==> src/rtl/uart_tx_engine_if.sv <==
// Word handshake between a sender and the UART transmit engine.
// Ports: i_data/i_valid from the sender, o_ready back from the engine.
interface uart_tx_engine_if #(
    parameter int WIDTH = 8
);
    logic [WIDTH-1:0] i_data;
    logic             i_valid;
    logic             o_ready;

    modport master (
        output i_data,
        output i_valid,
        input  o_ready
    );

    modport slave (
        input  i_data,
        input  i_valid,
        output o_ready
    );
endinterface

==> src/rtl/uart_tx_engine.sv <==
// UART transmit engine: one word per handshake -> start, data LSB first,
// optional parity, one stop bit.
// Ports:
//   clk, reset : clock and synchronous active-high reset
//   bus        : i_data, i_valid in; o_ready out
//   o_serial   : registered serial line, idle high
//   o_busy     : frame in progress
//   o_done     : one-cycle pulse in the first idle cycle after the stop bit
//   state      : current FSM state for debug
module uart_tx_engine #(
    parameter int INPUT_DATA_WIDTH = 8,
    parameter int PARITY_ENABLED   = 1,
    parameter int PARITY_ODD       = 0,
    parameter int CLOCKS_PER_BIT   = 16
) (
    input  logic                 clk,
    input  logic                 reset,
    uart_tx_engine_if.slave      bus,
    output logic                 o_serial,
    output logic                 o_busy,
    output logic                 o_done,
    output logic [2:0]           state
);

    localparam int CW = (CLOCKS_PER_BIT > 1) ? $clog2(CLOCKS_PER_BIT) : 1;
    localparam int BW = (INPUT_DATA_WIDTH > 1) ? $clog2(INPUT_DATA_WIDTH) : 1;
    localparam logic PE_BIT  = (PARITY_ENABLED != 0);
    localparam logic ODD_BIT = (PARITY_ODD != 0);

    typedef enum logic [2:0] {
        IDLE   = 3'd0,
        START  = 3'd1,
        DATA   = 3'd2,
        PARITY = 3'd3,
        STOP   = 3'd4
    } state_t;

    state_t                      state_q, state_d;
    logic [CW-1:0]               cnt_q, cnt_d;
    logic [BW-1:0]               bit_q, bit_d;
    logic [INPUT_DATA_WIDTH-1:0] shift_q, shift_d;
    logic                        par_q, par_d;
    logic                        serial_q, serial_d;
    logic                        done_q, done_d;
    logic                        cnt_last;
    logic                        bit_last;

    assign cnt_last = (cnt_q == CW'(CLOCKS_PER_BIT - 1));
    assign bit_last = (bit_q == BW'(INPUT_DATA_WIDTH - 1));

    always_comb begin
        state_d = state_q;
        cnt_d   = cnt_q;
        bit_d   = bit_q;
        shift_d = shift_q;
        par_d   = par_q;
        done_d  = 1'b0;

        case (state_q)
            IDLE: begin
                cnt_d = '0;
                bit_d = '0;
                if (bus.i_valid) begin
                    shift_d = bus.i_data;
                    par_d   = (^bus.i_data) ^ ODD_BIT;
                    state_d = START;
                end
            end
            START: begin
                if (cnt_last) begin
                    cnt_d   = '0;
                    state_d = DATA;
                end else begin
                    cnt_d = cnt_q + CW'(1);
                end
            end
            DATA: begin
                if (cnt_last) begin
                    cnt_d   = '0;
                    shift_d = shift_q >> 1;
                    if (bit_last) begin
                        bit_d   = '0;
                        state_d = PE_BIT ? PARITY : STOP;
                    end else begin
                        bit_d = bit_q + BW'(1);
                    end
                end else begin
                    cnt_d = cnt_q + CW'(1);
                end
            end
            PARITY: begin
                if (cnt_last) begin
                    cnt_d   = '0;
                    state_d = STOP;
                end else begin
                    cnt_d = cnt_q + CW'(1);
                end
            end
            STOP: begin
                if (cnt_last) begin
                    cnt_d   = '0;
                    state_d = IDLE;
                    done_d  = 1'b1;
                end else begin
                    cnt_d = cnt_q + CW'(1);
                end
            end
            default: begin
                cnt_d   = '0;
                bit_d   = '0;
                state_d = IDLE;
            end
        endcase
    end

    // Line level is decided from the next state so o_serial is a register
    // yet already shows the new bit in the first cycle of that bit.
    always_comb begin
        serial_d = 1'b1;
        case (state_d)
            START:   serial_d = 1'b0;
            DATA:    serial_d = shift_d[0];
            PARITY:  serial_d = par_d;
            default: serial_d = 1'b1;
        endcase
    end

    always_ff @(posedge clk) begin
        if (reset) begin
            state_q  <= IDLE;
            cnt_q    <= '0;
            bit_q    <= '0;
            shift_q  <= '0;
            par_q    <= 1'b0;
            serial_q <= 1'b1;
            done_q   <= 1'b0;
        end else begin
            state_q  <= state_d;
            cnt_q    <= cnt_d;
            bit_q    <= bit_d;
            shift_q  <= shift_d;
            par_q    <= par_d;
            serial_q <= serial_d;
            done_q   <= done_d;
        end
    end

    assign bus.o_ready = (state_q == IDLE);
    assign o_busy      = (state_q != IDLE);
    assign o_done      = done_q;
    assign o_serial    = serial_q;
    assign state       = state_q;

endmodule

==> src/flat_wrapper.sv <==
// flat-port wrapper written by rule: the top's interface ports become plain ports
module uart_tx_engine_flat 
#(
    parameter int INPUT_DATA_WIDTH = 8,
    parameter int PARITY_ENABLED   = 1,
    parameter int PARITY_ODD       = 0,
    parameter int CLOCKS_PER_BIT   = 16
)
  (clk, reset, o_serial, o_busy, o_done, state, bus_i_data, bus_i_valid, bus_o_ready);
  uart_tx_engine_if #(.WIDTH(8)) bus_i ();
  input  logic clk;
  input  logic reset;
  output logic o_serial;
  output logic o_busy;
  output logic o_done;
  output logic [2:0] state;
  input wire logic [$bits(bus_i.i_data)-1:0] bus_i_data;
  input wire logic [$bits(bus_i.i_valid)-1:0] bus_i_valid;
  output wire logic [$bits(bus_i.o_ready)-1:0] bus_o_ready;
  assign bus_i.i_data = bus_i_data;
  assign bus_i.i_valid = bus_i_valid;
  assign bus_o_ready = bus_i.o_ready;
  uart_tx_engine #(.INPUT_DATA_WIDTH(INPUT_DATA_WIDTH), .PARITY_ENABLED(PARITY_ENABLED), .PARITY_ODD(PARITY_ODD), .CLOCKS_PER_BIT(CLOCKS_PER_BIT)) u_core (.clk(clk), .reset(reset), .bus(bus_i), .o_serial(o_serial), .o_busy(o_busy), .o_done(o_done), .state(state));
endmodule
==> config.mk <==
export PLATFORM = sky130hd
export DESIGN_NAME = uart_tx_engine_flat
export DESIGN_NICKNAME = d
export VERILOG_FILES = /design/src/rtl/uart_tx_engine_if.sv /design/src/rtl/uart_tx_engine.sv /design/src/flat_wrapper.sv
export SDC_FILE = /design/constraint.sdc
export NUM_CORES = 1
export LEC_CHECK = 0
export ABC_AREA = 1
export CORE_MARGIN = 2
export CORE_UTILIZATION = 35
export DETAILED_ROUTE_END_ITERATION = 10
export SETUP_SLACK_MARGIN = 0.05
export SYNTH_ARGS = -nofsm -noshare
export SYNTH_HDL_FRONTEND = slang
export SYNTH_SLANG_ARGS = --single-unit
==> constraint.sdc <==
create_clock -name clk -period 1.6 [get_ports clk]
set_input_delay 0.16 -clock clk [delete_from_list [all_inputs] [get_ports clk]]
set_output_delay 0.16 -clock clk [all_outputs]
set_load 0.01 [all_outputs]
==> flow_metrics.env, run 1 <==
export IMPL_outcome="complete, no violations"
export IMPL_route_detailed_drc=0
export IMPL_synthToLayoutAreaGrowth_pct=23.7
export IMPL_final_area_sq_mm=0.00145
export IMPL_cts_made_buffers=3
export IMPL_synth_warnings=0
export IMPL_firstDrtPassIters=4
export IMPL_finalPower_mw=1.00
export IMPL_dpl_cell_area_sq_mm=0.00140
export IMPL_critPathKind="flip-flop to primary output"
export IMPL_max_freq_ghz=0.711
export IMPL_vias_per_cell=4.54
export IMPL_slew_violations=0
export IMPL_detailed_place_hpwl_mm=1.81
export IMPL_grt_max_degree=14
export IMPL_place_inst=232
export IMPL_synth_top_cell_by_area="dfxtp_1"
export IMPL_synthDominantCellAreaShare_pct=35.8
export IMPL_final_cell_count_no_fill=239
export IMPL_setup_tns_ns=0
export IMPL_synth_edf_count=0
export IMPL_end_kind="primary output"
export IMPL_synthFlopType="dfxtp_1"
export IMPL_synth_fp_nets=184
export IMPL_syn_inst=170
export IMPL_antenna_found_initial=0
export IMPL_grt_use_total_pct=14.0
export IMPL_place_worst_setup_slack_ns=0.0910
export IMPL_diodes=0
export IMPL_ys_seq_area_share_pct=35.8
export IMPL_dieArea_sq_mm=0.00384
export IMPL_worstPathMaxFanout=4
export IMPL_postSynth_asyncResetShare_pct=0
export IMPL_cap_viol_max_count=0
export IMPL_globalplace_congestion=0.848
export IMPL_p_leak_nw=0.698
export IMPL_insertion_delay_ns=0.30
export IMPL_drt_iter0_markers=65
export IMPL_num_nets_final=208
export IMPL_hp_class="flip-flop to flip-flop"
export IMPL_crit_slowest_cell="clkdlybuf4s50_1"
export IMPL_syn_area_sq_mm=0.00117
export IMPL_grt_pass1_vias=963
export IMPL_hold_slack_ns=0.468
export IMPL_period_share_pct=87.9
export IMPL_power_density_mw_per_mm2=690
export IMPL_fin_util_pct=44.3
export IMPL_vias=1084
export IMPL_cp_required_ns=1.44
export IMPL_cts_tree="done"
export IMPL_fin_worst_skew_ns=0.00148
export IMPL_ios=18
export IMPL_core_sq_mm=0.00328
export IMPL_globalRoute_totalOverflow=0
export IMPL_layout_min_cycle_time_ns=1.41
export IMPL_tightestPinTransition_ns=0.370
export IMPL_synth_area_per_cell_sq_um=6.91
export IMPL_cpPeakStageDelay_ns=0.55
export IMPL_routedWlPerCell_microns=9.64
export IMPL_num_rows=21
export IMPL_ys_types=29
export IMPL_rsz0062_at_grt="false"
export IMPL_clkTransAtPathRegs_ns=0.11
export IMPL_synthTopCellsByCount="nand2_1, dfxtp_1, inv_1"
export IMPL_grt_pass1_wl_mm=3.96
export IMPL_ctsHoldBuffers=0
export IMPL_max_slew_margin_rel_pct=75.3
export IMPL_hold_violations=0
export IMPL_critical_path_top_delay_family="buffers and inverters"
export IMPL_root_buffer="clkbuf_4"
export IMPL_postRouteAntennaNets=0
export IMPL_vdd_drop_max_mv=0.314
export IMPL_arrival_ns=1.25
export IMPL_path_buf_inv=1
export IMPL_finalSetupViolCount=0
export IMPL_start_util_pct=35.8
export IMPL_clock_sinks=21
export IMPL_worstPathCellList="clkdlybuf4s50_1"
export IMPL_drive_above_1_share_pct=14.5
export IMPL_synth_area_leaders="dfxtp_1, nand2_1, inv_1"
export IMPL_final_setup_worst_slack_ns=0.194
export IMPL_fp_dieW_microns=61.9
export IMPL_synth_most_common_cell="nand2_1"
export IMPL_clk_path_buf_depth=2
export IMPL_die_y_microns=61.9
export IMPL_synth_ff_latch_count=21
export IMPL_io_buffers=17
export IMPL_htreeDepth=1
export IMPL_routed_wl_mm=2.30
export IMPL_startpoint_type="flip-flop"
==> sequential cells by signal, summed over array words and instances (netlist names) <==
register,count
u_core.bit_q,3
u_core.cnt_q,4
u_core.o_done,1
u_core.o_serial,1
u_core.par_q,1
u_core.shift_q,8
u_core.state,3
==> cell type report <==
type	instances	area [sq um]
clock buffer	3	22.5
clock inverter	1	5.00
fill	331	1830
inverter	23	91.3
multi-input combinational	124	651
sequential	21	429
tap	46	57.6
timing repair buffer	21	198
==> cell usage in the layout, fill, tap and decap left out, types with 2 or more instances in the layout <==
| master | netlist | final |
|---|---|---|
| dfxtp_1 | 21 | 18 |
| clkdlybuf4s50_1 | 0 | 15 |
| nand3_1 | 4 | 4 |
| ha_1 | 3 | 2 |
| dlygate4sd2_1 | 0 | 2 |
| nand3_4 | 2 | 2 |
| o21ai_0 | 2 | 2 |
| a21oi_1 | 6 | 6 |
| nand2_2 | 4 | 4 |
| dfxtp_4 | 0 | 2 |
| a31oi_1 | 5 | 5 |
| a22oi_1 | 2 | 2 |
| nor2_4 | 3 | 3 |
| nand2_1 | 63 | 63 |
| nor2_1 | 18 | 18 |
| xnor2_1 | 2 | 2 |
| inv_2 | 2 | 2 |
| clkbuf_4 | 0 | 3 |
| buf_4 | 0 | 4 |
| inv_1 | 19 | 19 |
==> routing by layer <==
| layer | up-vias | GRT usage (%) | wire (microns) |
|---|---|---|---|
| li1 | 577 | - | - |
| met4 | 0 | 6.69 | 38 |
| met2 | 25 | 24.8 | 1170 |
| met3 | 4 | 2.07 | 77 |
| met5 | - | 0 | 0 |
| met1 | 478 | 16.4 | 1010 |
==> cells by family (layout without fill, tap and decap cells) <==
kind of cell / Yosys count / in the layout / synth area share [%]
compound gates: 18 / 18 / 9.48
flops: 21 / 21 / 35.8
xor+xnor: 3 / 3 / 2.24
buf+inv: 25 / 48 / 9.05
fa+ha+maj: 3 / 3 / 3.20
simple gates: 100 / 100 / 40.3
==> where the power goes <==
| group | total, mW | switching, mW | leakage, nW | internal, mW |
|---|---|---|---|---|
| Combinational | 0.194 | 0.108 | 0.507 | 0.0860 |
| Clock | 0.251 | 0.158 | 0.0177 | 0.0933 |
| Sequential | 0.558 | 0.0137 | 0.174 | 0.544 |
| Total | 1.00 | 0.279 | 0.698 | 0.724 |
==> repair_timing <==
| item | 4_1_cts | 5_1_grt |
|---|---|---|
| pin swaps | 0 | 1 |
| endpoints found under the setup margin | 2 | 2 |
| setup buffers | 0 | 3 |
| gates resized for setup | 7 | 1 |
==> worst reg2reg max path: stages, from the launching register on <==
cell	delay [ns]
dfxtp_4	0.38
nor2_4	0.12
nand2_2	0.09
nor2_4	0.31
nor2_4	0.10
nand2_1	0.09
o211ai_2	0.08
nand2_1	0.07
nand3_1	0.06
==> final timing paths <==
| path | from | to | slack [ns] | cells after the start |
|---|---|---|---|---|
| worst min register to register | u_core.cnt_q[0]$_SDFF_PP0_ | u_core.cnt_q[0]$_SDFF_PP0_ | 0.47 | 1 |
| worst min-delay path | u_core.cnt_q[0]$_SDFF_PP0_ | u_core.cnt_q[0]$_SDFF_PP0_ | 0.47 | 1 |
| worst max-delay path | u_core.state[0]$_SDFF_PP0_ | state[0] | 0.19 | 1 |
| worst max register to register | u_core.state[2]$_SDFF_PP0_ | u_core.o_serial$_SDFF_PP1_ | 0.20 | 8 |
No activity file was read; power rests on OpenSTA's default activity.
==> run 2, diff against run 1 <==
--- a/config.mk
+++ b/config.mk
@@ -8,7 +8,9 @@
 export ABC_AREA = 1
 export CORE_MARGIN = 2
 export CORE_UTILIZATION = 35
+export CTS_BUF_LIST = sky130_fd_sc_hd__clkbuf_8
 export DETAILED_ROUTE_END_ITERATION = 10
+export RECOVER_POWER = 50
 export SETUP_SLACK_MARGIN = 0.05
 export SYNTH_ARGS = -nofsm -noshare
 export SYNTH_HDL_FRONTEND = slang
==> run 2 against run 1 <==
  * Critical path depth unchanged
  * First-iteration DRC count is 9.2% lower
  * Worst hold slack got worse by 0.010 ns
  * Global-route usage up 0.13 points
  * Via count decreased by 0.55%
  * Sequential share of layout area is 0.56 points lower
  * Count of clock-buffer cells in the layout is the same
  * Critical path type unchanged
  * Final area rose by 0.43%
  * Highest routed layer unchanged
  * Power is 9.1% higher
==> flow_metrics.env, run 2 (synthesized netlist as in run 1, its figures left out) <==
export IMPL_outcome="complete, no violations"
export IMPL_insertion_delay_ns=0.26
export IMPL_drt_iter0_markers=59
export IMPL_hp_class="flip-flop to flip-flop"
export IMPL_layout_commonest_cell="nand2_1"
export IMPL_critical_path_top_delay_family="buffers and inverters"
export IMPL_routed_wl_mm=2.30
export IMPL_num_nets_final=208
export IMPL_clkTransAtPathRegs_ns=0.07
export IMPL_globalRoute_totalOverflow=0
export IMPL_grt_use_met3_pct=2.69
export IMPL_dieArea_sq_mm=0.00384
export IMPL_postRouteAntennaNets=0
export IMPL_path_buf_inv=1
export IMPL_vias_per_cell=4.51
export IMPL_arrival_ns=1.27
export IMPL_cpPeakStageDelay_ns=0.57
export IMPL_drive_above_1_share_pct=13.0
export IMPL_worstPathCellList="clkdlybuf4s50_1"
export IMPL_place_worst_setup_slack_ns=0.0910
export IMPL_rsz0062_at_grt="true"
export IMPL_diodes=0
export IMPL_htreeDepth=1
export IMPL_num_rows=21
export IMPL_period_share_pct=89.2
export IMPL_multi_input_area_sq_um=643
export IMPL_layout_min_cycle_time_ns=1.43
export IMPL_gr_usage_met2_pct=24.8
export IMPL_io_buffers=17
export IMPL_grt_busiest_layer="met2"
export IMPL_cts_made_buffers=3
export IMPL_seq_area_sq_um=423
export IMPL_routedWlPerCell_microns=9.62
export IMPL_cp_required_ns=1.44
export IMPL_fin_worst_skew_ns=0.00139
export IMPL_fillers=331
export IMPL_use_met1_pct=16.4
export IMPL_worstPathMaxFanout=4
export IMPL_tightestPinTransition_ns=0.361
export IMPL_crit_slowest_cell="clkdlybuf4s50_1"
export IMPL_finalPower_mw=1.09
export IMPL_setup_tns_ns=0
export IMPL_fin_util_pct=44.5
export IMPL_max_freq_ghz=0.701
export IMPL_globalplace_congestion=0.848
export IMPL_startpoint_type="flip-flop"
export IMPL_critPathKind="flip-flop to primary output"
export IMPL_grt_use_total_pct=14.1
export IMPL_max_slew_margin_rel_pct=75.9
export IMPL_vias=1078
export IMPL_synthToLayoutAreaGrowth_pct=24.3
export IMPL_detailed_place_hpwl_mm=1.81
export IMPL_ios=18
export IMPL_p_leak_nw=0.702
export IMPL_grt_pass1_vias=960
export IMPL_vdd_drop_max_mv=0.353
export IMPL_slew_violations=0
export IMPL_grt_pass1_wl_mm=3.97
export IMPL_die_y_microns=61.9
export IMPL_end_kind="primary output"
export IMPL_power_density_mw_per_mm2=749
export IMPL_hold_slack_ns=0.457
export IMPL_root_buffer="clkbuf_8"
export IMPL_cap_viol_max_count=0
export IMPL_start_util_pct=35.8
export IMPL_clk_path_buf_depth=2
export IMPL_antenna_found_initial=0
export IMPL_cts_tree="done"
export IMPL_finalSetupViolCount=0
export IMPL_fp_dieW_microns=61.9
export IMPL_firstDrtPassIters=4
export IMPL_final_setup_worst_slack_ns=0.173
export IMPL_core_sq_mm=0.00328
export IMPL_largest_reg_flops=8
export IMPL_layout_common_cells="nand2_1, inv_1, dfxtp_1"
export IMPL_regMostFlops="u_core.shift_q"
export IMPL_grt_max_degree=14
export IMPL_reg_top3="u_core.shift_q: 8 flops, u_core.cnt_q: 4 flops"
export IMPL_route_detailed_drc=0
export IMPL_hold_violations=0
export IMPL_clock_sinks=21
## run 2: changes by cell type in the layout (fill, tap and decap cells not counted), sizes merged
cell | before | now
clkdlybuf4s25 | 0 | 1
clkdlybuf4s50 | 15 | 13
dlygate4sd2 | 2 | 1
dlygate4sd3 | 0 | 2
## run 2: final cells by class
type                       instances  share of cell area, %
multi-input combinational        124                   44.0
tap                               46                   3.94
clock inverter                     1                  0.343
timing repair buffer              21                   13.6
inverter                          23                   6.26
sequential                        21                   29.0
clock buffer                       3                   2.83
## run 2: what timing repair did
item,4_1_cts,5_1_grt
hold buffers,0,0
resized for setup,4,1
pin swaps,0,1
buffers inserted,0,3
setup endpoints to repair,2,3
## run 2: final timing paths
path	start	endpoint	slack, ns	depth (start not counted)
hold / removal	u_core.cnt_q[0]$_SDFF_PP0_	u_core.cnt_q[0]$_SDFF_PP0_	0.46	1
setup reg to reg	u_core.cnt_q[0]$_SDFF_PP0_	u_core.o_serial$_SDFF_PP1_	0.19	8
setup / recovery	u_core.state[2]$_SDFF_PP0_	state[2]	0.17	1
hold reg to reg	u_core.cnt_q[0]$_SDFF_PP0_	u_core.cnt_q[0]$_SDFF_PP0_	0.46	1
## run 2: per-layer routing
metal  wire (microns)  up-vias
met4               45        0
met1             1020      477
met5                0        -
met2             1160       20
li1                 -      576
met3               71        5
## run 2: metrics by stage
| stage | cell area [sq um] | instances |
|---|---|---|
| 3_3_place_gp | 1400 | 232 |
| 2_1_floorplan | 1170 | 170 |
| 4_1_cts | 1440 | 236 |
| 5_1_grt | 1460 | 239 |
| 6_report | 1460 | 239 |
| 3_5_place_dp | 1400 | 232 |
## run 2: report_power, final
group / switching (mW) / total (mW) / internal [mW]
clock network: 0.167 / 0.340 / 0.173
registers: 0.0132 / 0.561 / 0.548
logic: 0.108 / 0.193 / 0.0856
total: 0.288 / 1.09 / 0.806
